[config.mk]
export PLATFORM = sky130hd
export DESIGN_NAME = rr_grant_ctrl
export DESIGN_NICKNAME = d
export VERILOG_FILES = /design/src/rtl/rr_pkg.sv /design/src/rtl/rr_grant_ctrl_onehot_to_index.sv /design/src/rtl/rr_grant_ctrl.sv
export SDC_FILE = /design/constraint.sdc
export NUM_CORES = 1
export LEC_CHECK = 0
export BUFFER_PORTS_ARGS = -buffer_cell sky130_fd_sc_hd__buf_4
export CORE_MARGIN = 10
export CORE_UTILIZATION = 50
export CTS_BUF_LIST = sky130_fd_sc_hd__clkbuf_2
export CTS_CLUSTER_DIAMETER = 100
export DETAILED_ROUTE_END_ITERATION = 8
export GPL_ROUTABILITY_DRIVEN = 0
export GPL_TIMING_DRIVEN = 0
export PLACE_DENSITY = 0.69
export SLEW_MARGIN = 20
export SYNTH_ARGS = -nofsm -noshare
export SYNTH_HDL_FRONTEND = slang
export SYNTH_SLANG_ARGS = --single-unit
[constraint.sdc]
create_clock -name clk -period 7.1 [get_ports clk]
set_clock_uncertainty 0.1 [all_clocks]
set_input_delay 1.42 -clock clk [delete_from_list [all_inputs] [get_ports clk]]
set_output_delay 1.42 -clock clk [all_outputs]
set_load 0.05 [all_outputs]
[src/rtl/rr_pkg.sv]
// Shared state type and default sizing for the round-robin grant controller.
package rr_pkg;

  typedef enum logic [0:0] {
    IDLE  = 1'b0,
    GRANT = 1'b1
  } rr_state_e;

  localparam int RR_N_DEF     = 8;
  localparam int RR_IDX_W_DEF = $clog2(RR_N_DEF);

endpackage

[src/rtl/rr_grant_ctrl_onehot_to_index.sv]
// One-hot to binary index encoder (same conversion as the 8->3 log2 block).
// All-zero input encodes to index 0.
module onehot_to_index
  import rr_pkg::*;
#(
  parameter int N     = RR_N_DEF,
  parameter int IDX_W = RR_IDX_W_DEF
) (
  input  logic [N-1:0]     i_onehot,
  output logic [IDX_W-1:0] o_idx
);

  // OR together the indices of all set bits; exact for a one-hot input.
  always_comb begin
    o_idx = '0;
    for (int i = 0; i < N; i++) begin
      o_idx = o_idx | (i_onehot[i] ? IDX_W'(i) : {IDX_W{1'b0}});
    end
  end

endmodule

[src/rtl/rr_grant_ctrl.sv]
// Round-robin arbiter with registered one-hot grant, binary index and a
// hold-time watchdog that forces release after MAX_HOLD cycles.
module rr_grant_ctrl
  import rr_pkg::*;
#(
  parameter int N        = RR_N_DEF,
  parameter int IDX_W    = $clog2(N),
  parameter int MAX_HOLD = 16
) (
  input  logic             clk,
  input  logic             rst_n,
  input  logic [N-1:0]     i_req,
  input  logic             i_done,
  output logic [N-1:0]     o_gnt,
  output logic [IDX_W-1:0] o_gnt_idx,
  output logic             o_gnt_valid,
  output logic             o_timeout
);

  localparam int HC_W = (MAX_HOLD == 0) ? 1 : $clog2(MAX_HOLD + 1);
  localparam logic [HC_W-1:0] HOLD_LAST = (MAX_HOLD == 0) ? HC_W'(0) : HC_W'(MAX_HOLD - 1);

  rr_state_e        r_state;
  logic [N-1:0]     r_gnt;
  logic [IDX_W-1:0] r_gnt_idx;
  logic             r_gnt_valid;
  logic             r_timeout;
  logic [IDX_W-1:0] r_ptr;
  logic [HC_W-1:0]  r_hold;

  rr_state_e        w_state_nxt;
  logic [N-1:0]     w_gnt_nxt;
  logic [IDX_W-1:0] w_idx_nxt;
  logic [IDX_W-1:0] w_ptr_nxt;
  logic [HC_W-1:0]  w_hold_nxt;
  logic             w_timeout_nxt;

  logic [N-1:0]     w_req_rot;
  logic [N-1:0]     w_pick_rot;
  logic [N-1:0]     w_pick_gnt;
  logic [IDX_W-1:0] w_pick_idx;
  logic             w_limit;
  logic             w_release;

  // Rotate so ptr sits at bit 0, isolate the lowest set bit, rotate back.
  // N is a power of two, so IDX_W-bit index arithmetic wraps modulo N.
  always_comb begin
    w_req_rot  = '0;
    w_pick_gnt = '0;
    for (int i = 0; i < N; i++) begin
      w_req_rot[i] = i_req[IDX_W'(i) + r_ptr];
    end
    w_pick_rot = w_req_rot & (~w_req_rot + N'(1));
    for (int i = 0; i < N; i++) begin
      w_pick_gnt[i] = w_pick_rot[IDX_W'(i) - r_ptr];
    end
  end

  onehot_to_index #(
    .N     (N),
    .IDX_W (IDX_W)
  ) u_enc (
    .i_onehot (w_pick_gnt),
    .o_idx    (w_pick_idx)
  );

  assign w_limit   = (MAX_HOLD != 0) && (r_hold == HOLD_LAST);
  assign w_release = i_done | ~i_req[r_gnt_idx] | w_limit;

  // Next-state and next-output decode for the IDLE/GRANT controller.
  always_comb begin
    w_state_nxt   = r_state;
    w_gnt_nxt     = r_gnt;
    w_idx_nxt     = r_gnt_idx;
    w_ptr_nxt     = r_ptr;
    w_hold_nxt    = r_hold;
    w_timeout_nxt = 1'b0;
    case (r_state)
      IDLE: begin
        if (|i_req) begin
          w_state_nxt = GRANT;
          w_gnt_nxt   = w_pick_gnt;
          w_idx_nxt   = w_pick_idx;
          w_hold_nxt  = '0;
        end else begin
          w_gnt_nxt = '0;
        end
      end
      GRANT: begin
        if (w_release) begin
          w_state_nxt   = IDLE;
          w_gnt_nxt     = '0;
          w_ptr_nxt     = r_gnt_idx + IDX_W'(1);
          // Flag only a release caused purely by the watchdog.
          w_timeout_nxt = w_limit & i_req[r_gnt_idx] & ~i_done;
        end else begin
          w_hold_nxt = (r_hold == {HC_W{1'b1}}) ? r_hold : r_hold + HC_W'(1);
        end
      end
      default: begin
        w_state_nxt = IDLE;
        w_gnt_nxt   = '0;
      end
    endcase
  end

  // State and output registers.
  always_ff @(posedge clk or negedge rst_n) begin
    if (!rst_n) begin
      r_state     <= IDLE;
      r_gnt       <= '0;
      r_gnt_idx   <= '0;
      r_gnt_valid <= 1'b0;
      r_timeout   <= 1'b0;
      r_ptr       <= '0;
      r_hold      <= '0;
    end else begin
      r_state     <= w_state_nxt;
      r_gnt       <= w_gnt_nxt;
      r_gnt_idx   <= w_idx_nxt;
      r_gnt_valid <= |w_gnt_nxt;
      r_timeout   <= w_timeout_nxt;
      r_ptr       <= w_ptr_nxt;
      r_hold      <= w_hold_nxt;
    end
  end

  assign o_gnt       = r_gnt;
  assign o_gnt_idx   = r_gnt_idx;
  assign o_gnt_valid = r_gnt_valid;
  assign o_timeout   = r_timeout;

endmodule

Yosys cells after proc, flatten, opt, wreduce, memory -nomap -nowiden

Cells that the tools add are included.

Memories kept: 0
Register bits: 22
Output and inout bits: 13
Latch bits: 0
Logic and storage cells: 120
Memory bits (read-only): 0
Bits in writable memories: 0
Input bits: 11

Reductions and logical operators: 5
Shifts and indexed selects: 0
Multiply operators: 0
Equal/unequal tests: 5
$add $sub $neg: 18
Divide/modulo/power cells: 0
Mux-type cells: 53
Bitwise logic cells: 15
Magnitude comparators: 17

Operator list:

| kind                                                                   | count |
|---|---|
| 3-bit by 4-bit < comparator with 1-bit output (second input constant)  | 17 |
| 1-bit binary-select mux with 3-bit select                              | 17 |
| 1-bit two-way mux                                                      | 22 |
| 3-bit OR                                                               | 6 |
| 8-bit two-way mux                                                      | 2 |
| 8-bit one-hot mux with 2 select lines                                  | 1 |
| 8-bit OR reduction                                                     | 2 |
| 5-bit two-way mux                                                      | 3 |
| 3-bit adder (first input constant)                                     | 4 |
| 3-bit two-way mux                                                      | 4 |
| 3-bit subtractor (first input constant)                                | 4 |
| 5-bit one-hot mux with 2 select lines                                  | 1 |
| 8-bit by 1-bit adder with 8-bit output (second input constant)         | 1 |
| 8-bit bitwise AND                                                      | 1 |
| 8-bit NOT                                                              | 1 |
| 2-bit by 3-bit adder with 3-bit output (first input constant)          | 2 |
| 2-bit != test (second input constant)                                  | 3 |
| 1-bit by 3-bit subtractor with 3-bit output (first input constant)     | 2 |
| 2-bit by 3-bit subtractor with 3-bit output (first input constant)     | 2 |
| 5-bit by 1-bit adder with 5-bit output (second input constant)         | 1 |
| 5-bit by 4-bit equality test with 1-bit output (second input constant) | 1 |
| 5-bit equality test (second input constant)                            | 1 |
| 2-bit two-way mux                                                      | 2 |
| 2-bit AND reduction                                                    | 2 |
| 7 further kinds                                                        | 11 |

Longest topological paths before layout

Word-level depth: 15
Gate-level depth with buffers: 14
Mapped depth without buffers: 10

Hierarchy

A second synthesis with hierarchy kept.

Cell total of the unflattened synthesis: 228
Area total of the unflattened synthesis: 2214.6 sq um

Modules (own cells, without submodules):

| module          | area each (sq um) | times used | cells each | seq. area each (sq um) |
|---|---|---|---|---|
| rr_grant_ctrl   | 2192.1            | 1          | 225        | 550.5 |
| onehot_to_index | 22.5              | 1          | 3          | 0.0 |

Worst setup path before layout

OpenSTA, ideal clock, no wires.

Kind: in2reg
From: input port i_req[2]
To: register r_gnt_idx[2] (netlist: o_gnt_idx[2])
Library setup time: 121 ps
Buffers on the path: 1
Path slack: 3468 ps
Required time: 6879 ps
Arrival time: 3411 ps
Cell stages on the path: 9
Cell sequence: clkbuf_1 mux2i_1 mux2_4 a221o_1 and3_1 o2bb2a_1 o221ai_2 or3_1 o22a_1

Longest elaborated chain between the ends: 12
Elaborated cells between the ends (all ways): 37
Classes of those cells: 1 x add/sub; 28 x mux; 6 x bitwise; 2 x reduce/logical

Ends and longest elaborated chain:

| what                                      | RTL line                            | RTL |
|---|---|---|
| from (decl)                               | rr_grant_ctrl.sv:12                 | `input logic [N-1:0] i_req,` |
| 1-bit binary-select mux with 3-bit select | rr_grant_ctrl.sv:51                 | `w_req_rot[i] = i_req[IDX_W'(i) + r_ptr];` |
| 1-bit two-way mux (implied by the code)   | rr_grant_ctrl.sv:51                 |  |
| 8-bit NOT                                 | rr_grant_ctrl.sv:53                 | `w_pick_rot = w_req_rot & (~w_req_rot + N'(1));` |
| 8-bit by 1-bit adder with 8-bit output    | rr_grant_ctrl.sv:53                 |  |
| 8-bit bitwise AND                         | rr_grant_ctrl.sv:53                 |  |
| 1-bit binary-select mux with 3-bit select | rr_grant_ctrl.sv:55                 | `w_pick_gnt[i] = w_pick_rot[IDX_W'(i) - r_ptr];` |
| 1-bit two-way mux (implied by the code)   | rr_grant_ctrl.sv:55                 |  |
| 3-bit two-way mux                         | rr_grant_ctrl_onehot_to_index.sv:17 | `o_idx = o_idx \| (i_onehot[i] ? IDX_W'(i) : {IDX_W{1'b0}});` |
| 3-bit OR (4 in a row)                     | rr_grant_ctrl_onehot_to_index.sv:17 |  |
| to (signal assigned)                      | rr_grant_ctrl.sv:120                | `r_gnt_idx <= w_idx_nxt;` |
| to (decl)                                 | rr_grant_ctrl.sv:25                 | `logic [IDX_W-1:0] r_gnt_idx;` |

Several ways; a longest one is shown, not always the timed one. The select of a mux whose other input is x is not followed.
A chain may end at the register's enable or synchronous reset.

Final worst setup path

From: register r_ptr[1]
To: register r_gnt_valid (netlist: o_gnt_valid)

Longest elaborated chain between the ends: 11
Elaborated cells between the ends (all ways): 53
Classes of those cells: 16 x add/sub; 34 x mux; 2 x bitwise; 1 x reduce/logical

Ends and longest elaborated chain:

| what                                                                 | RTL line             | RTL |
|---|---|---|
| from (decl)                                                          | rr_grant_ctrl.sv:28  | `logic [IDX_W-1:0] r_ptr;` |
| from (signal assigned)                                               | rr_grant_ctrl.sv:123 | `r_ptr <= w_ptr_nxt;` |
| 1-bit by 3-bit adder with 3-bit output, or another cell as far along | rr_grant_ctrl.sv:51  |  |
| 1-bit binary-select mux with 3-bit select                            | rr_grant_ctrl.sv:51  |  |
| 1-bit two-way mux (implied by the code)                              | rr_grant_ctrl.sv:51  |  |
| 8-bit NOT                                                            | rr_grant_ctrl.sv:53  |  |
| 8-bit by 1-bit adder with 8-bit output                               | rr_grant_ctrl.sv:53  |  |
| 8-bit bitwise AND                                                    | rr_grant_ctrl.sv:53  |  |
| 1-bit binary-select mux with 3-bit select                            | rr_grant_ctrl.sv:55  |  |
| 1-bit two-way mux (implied by the code)                              | rr_grant_ctrl.sv:55  |  |
| 8-bit two-way mux *                                                  | rr_grant_ctrl.sv:80  | `if (\|i_req) begin` |
| 8-bit one-hot mux with 2 select lines *                              | rr_grant_ctrl.sv:78  | `case (r_state)` |
| 8-bit OR reduction *                                                 | rr_grant_ctrl.sv:121 | `r_gnt_valid <= \|w_gnt_nxt;` |
| to (signal assigned)                                                 | rr_grant_ctrl.sv:121 |  |
| to (decl)                                                            | rr_grant_ctrl.sv:26  | `logic r_gnt_valid;` |

Mark *: on every way between the ends. The rest lies on a longest branch, timed or not. The select of a mux whose other input is x is not followed.

==> impl_results.md <==
- Hold slack: 0.441 ns
- YS warnings: 0
- Synth Area in Adders: 0.0323
- Mux cell area share after synthesis: 0.241
- First-pass GRT wire length: 9980 um
- Total GRT Usage: 0.157
- Setup violators final: 0
- WL/cell: 18.5 um
- Slew Limit Fails: 0
- Status: finished clean
- Core Rows: 24
- Final Hold Viols: 0
- Clk_lat worst skew: 0.33 ns
- Hold_sp: o_gnt[7]$_DFF_PN0_
- Syn Nets: 263
- Drt via density: 6.23
- Overflow after GRT: 0
- Crit Path Max Fanout: 10
- Fillcell total: 410
- Ratio of cells with drive above 1 in the final layout: 0.227
- Post-route antenna net violation count: 0
- Die Span X: 88.2 um
- Post-Synth Simple-Gate Area: 0.177
- Clock root buffer: clkbuf_2
- Main combinational cell family by area after synthesis: multiplexers
- Starting DRT DRC Count: 220
- Die Y: 88.2 um
- DPL Wire Length: 4500 um
- CTS Sinks: 22
- Crit-path max cell delay: 0.48 ns
- CP arrival: 4.00 ns
- Top FF cell, synth: dfrtp_1
- Least-Margin Pin Slew: 0.732 ns
- Fmax: 258 MHz
- Post-Synthesis Cells: 246
- Synth Area in XOR/XNOR: 0.0361
- Htree depth: 1
- Area after DPL: 0.00253 mm^2
- Synth async-reset ratio: 1.00
- Largest net degree at the start of global routing: 23
- Unrepaired setup endpoints after global routing: no
- Die footprint: 0.00778 mm^2
- DR vias: 1,999
- TNS Setup: 0 ns
- ANT cells: 0
- Post-synthesis compound-gate area fraction: 0.217
- Drt first pass iters: 4
- Bufs on Longest Clock Path: 2
- Post-synth EDFFs: 0
- Post-cts resize count: 0
- Period minus WS final: 3.88 ns
- Drt drc: 0
- Antenna violations before repair: 0
- Clock transition at path regs: 0.21 ns
- Detailed-route wire length: 5930 um
- Top Ports: 24
- PortBufs: 19
- Number of max-cap violations: 0
- Fin area: 0.00255 mm^2
- Final period utilization: 0.546
- Worst endpoint required time: 7.22 ns
- Top cell by count, worst path: buf_2
- Net count, final: 287
- Worst r2r src: r_ptr[1]$_DFFE_PN0P_
- Num CTS Buffers: 3
- CP endpoint kind: register
- Syn_area_per_cell: 9.45 um^2
- Post-CTS Setup Inserts: 0
- Setup CP Type: reg2reg
- Register bit count reported by yosys: 22
- Yosys cell types: 62
- CTS tree: yes
- HP Class: reg2reg
- Crit path cell chain: buf_6 > buf_2 > inv_1 > ha_1 > buf_2 > buf_2 > mux2i_1 > nand2_1 > a32o_1 > and3_1 > o2bb2a_1 > o221ai_2 > o41ai_1 > nand4b_1
- Post-CTS Hold Buffers: 0
- Area added between synthesis and finish: 9.74%
- CP Launch Type: register
- Synth Cell Area: 0.00232 mm^2
- Rel. slew slack: 0.506
- Register area share after synthesis: 0.237
- Number of global-route vias before repair: 1,970
- Initial core utilization: 0.527
- CORE AREA: 0.00441 mm^2
- Slowest stage cell, crit path: dfrtp_1
- Beginning of the critical path: r_ptr[1]$_DFFE_PN0P_
[critical path, delay by kind of cell (launching register included)]
kind | cells | cell delay (ns)
AO/OA/AOI/OAI | 4 | 1.14
buffers and inverters | 5 | 1.01
flip-flops | 1 | 0.48
AND/OR/NAND/NOR | 3 | 0.43
multiplexers | 1 | 0.32
adder cells (fa/ha/maj) | 1 | 0.28
[cell usage after synthesis (all sizes together), types with 2 or more instances]
cell,n,area share
buf,11,0.031
clkbuf,10,0.016
a22o,4,0.015
nor4,2,0.0054
xnor2,3,0.015
a31oi,3,0.011
o21ai,13,0.028
nor2b,3,0.0081
o2111ai,3,0.011
nand3,4,0.0086
ha,6,0.032
nand4b,2,0.0075
and2,3,0.0081
a211oi,3,0.012
inv,7,0.011
a21boi,2,0.013
and3,3,0.0081
mux2,8,0.040
nand4,3,0.0081
nor2,16,0.026
or2,2,0.0054
mux2i,12,0.052
dfrtp,22,0.24
nor3,6,0.013
o32ai,2,0.0075
nand2b,8,0.022
o22a,3,0.011
a21oi,10,0.022
nand2,27,0.044
o211ai,5,0.016
mux4,15,0.15
o31ai,3,0.0097
o41ai,3,0.011
xor2,4,0.022
[layer usage]
layer	global-route usage	wire (um)
met3	0.0297	283
met2	0.253	2800
met4	0.0171	17
met5	0	0
met1	0.220	2840
[cells in the final DEF (no fill, tap or decap), drive strengths merged, types with 7 or more instances in the layout]
| cell | count |
|---|---|
| buf | 30 |
| mux2 | 8 |
| nand2 | 27 |
| a21oi | 10 |
| clkbuf | 13 |
| o21ai | 13 |
| dfrtp | 22 |
| inv | 7 |
| nand2b | 8 |
| mux4 | 15 |
| mux2i | 12 |
| nor2 | 16 |
[path summary, 6_finish.rpt]
path                       depth (start not counted)  slack [ns]                       end
setup reg to reg                                  14        3.22     o_gnt_valid$_DFF_PN0_
hold reg to reg                                    2        0.44        o_gnt[7]$_DFF_PN0_
hold / removal                                     2        0.44        o_gnt[7]$_DFF_PN0_
min in group asynchronous                          1        0.82     o_gnt_valid$_DFF_PN0_
setup / recovery                                  14        3.22     o_gnt_valid$_DFF_PN0_
max in group asynchronous                          1        5.85  o_gnt_idx[0]$_DFFE_PN0P_
[layout make-up]
cell class	instances	area (um^2)	area share
Clock inverter	1	3.75	0.00147
Inverter	8	30.0	0.0118
Clock buffer	3	15.0	0.00589
Timing Repair Buffer	19	143	0.0559
Buffer	21	110	0.0432
Sequential cell	22	551	0.216
Tap cell	52	65.1	0.0255
Multi-Input combinational cell	195	1630	0.641
[sequential cells by signal (all words and copies together), names as in the netlist]
name,flops
o_gnt,8
o_gnt_idx,3
o_gnt_valid,1
o_timeout,1
r_hold,5
r_ptr,3
r_state,1
[metrics by stage]
step / instances / utilization / worst slack [ns]
final: 321 / 0.578 / 3.22
after global routing: 321 / 0.578 / 2.94
after CTS: 321 / 0.578 / 3.23
after detailed placement: 317 / 0.574 / 2.95
after global placement: 317 / 0.574 / 2.98
after floorplan: 246 / - / 3.47
[cell families (layout without fill, tap and decap cells)]
| group | after synthesis | after routing |
|---|---|---|
| adders and majority gates | 6 | 6 |
| xor gates and xnor gates | 7 | 7 |
| DFF | 22 | 22 |
| muxes | 35 | 35 |
| buffers and inverters | 29 | 52 |
| and+or+nand+nor | 83 | 83 |
| AOI/OAI and AO/OA | 64 | 64 |
Power is not shown: default switching activity piles up to over one toggle a cycle in this logic, so the estimate is an artifact.
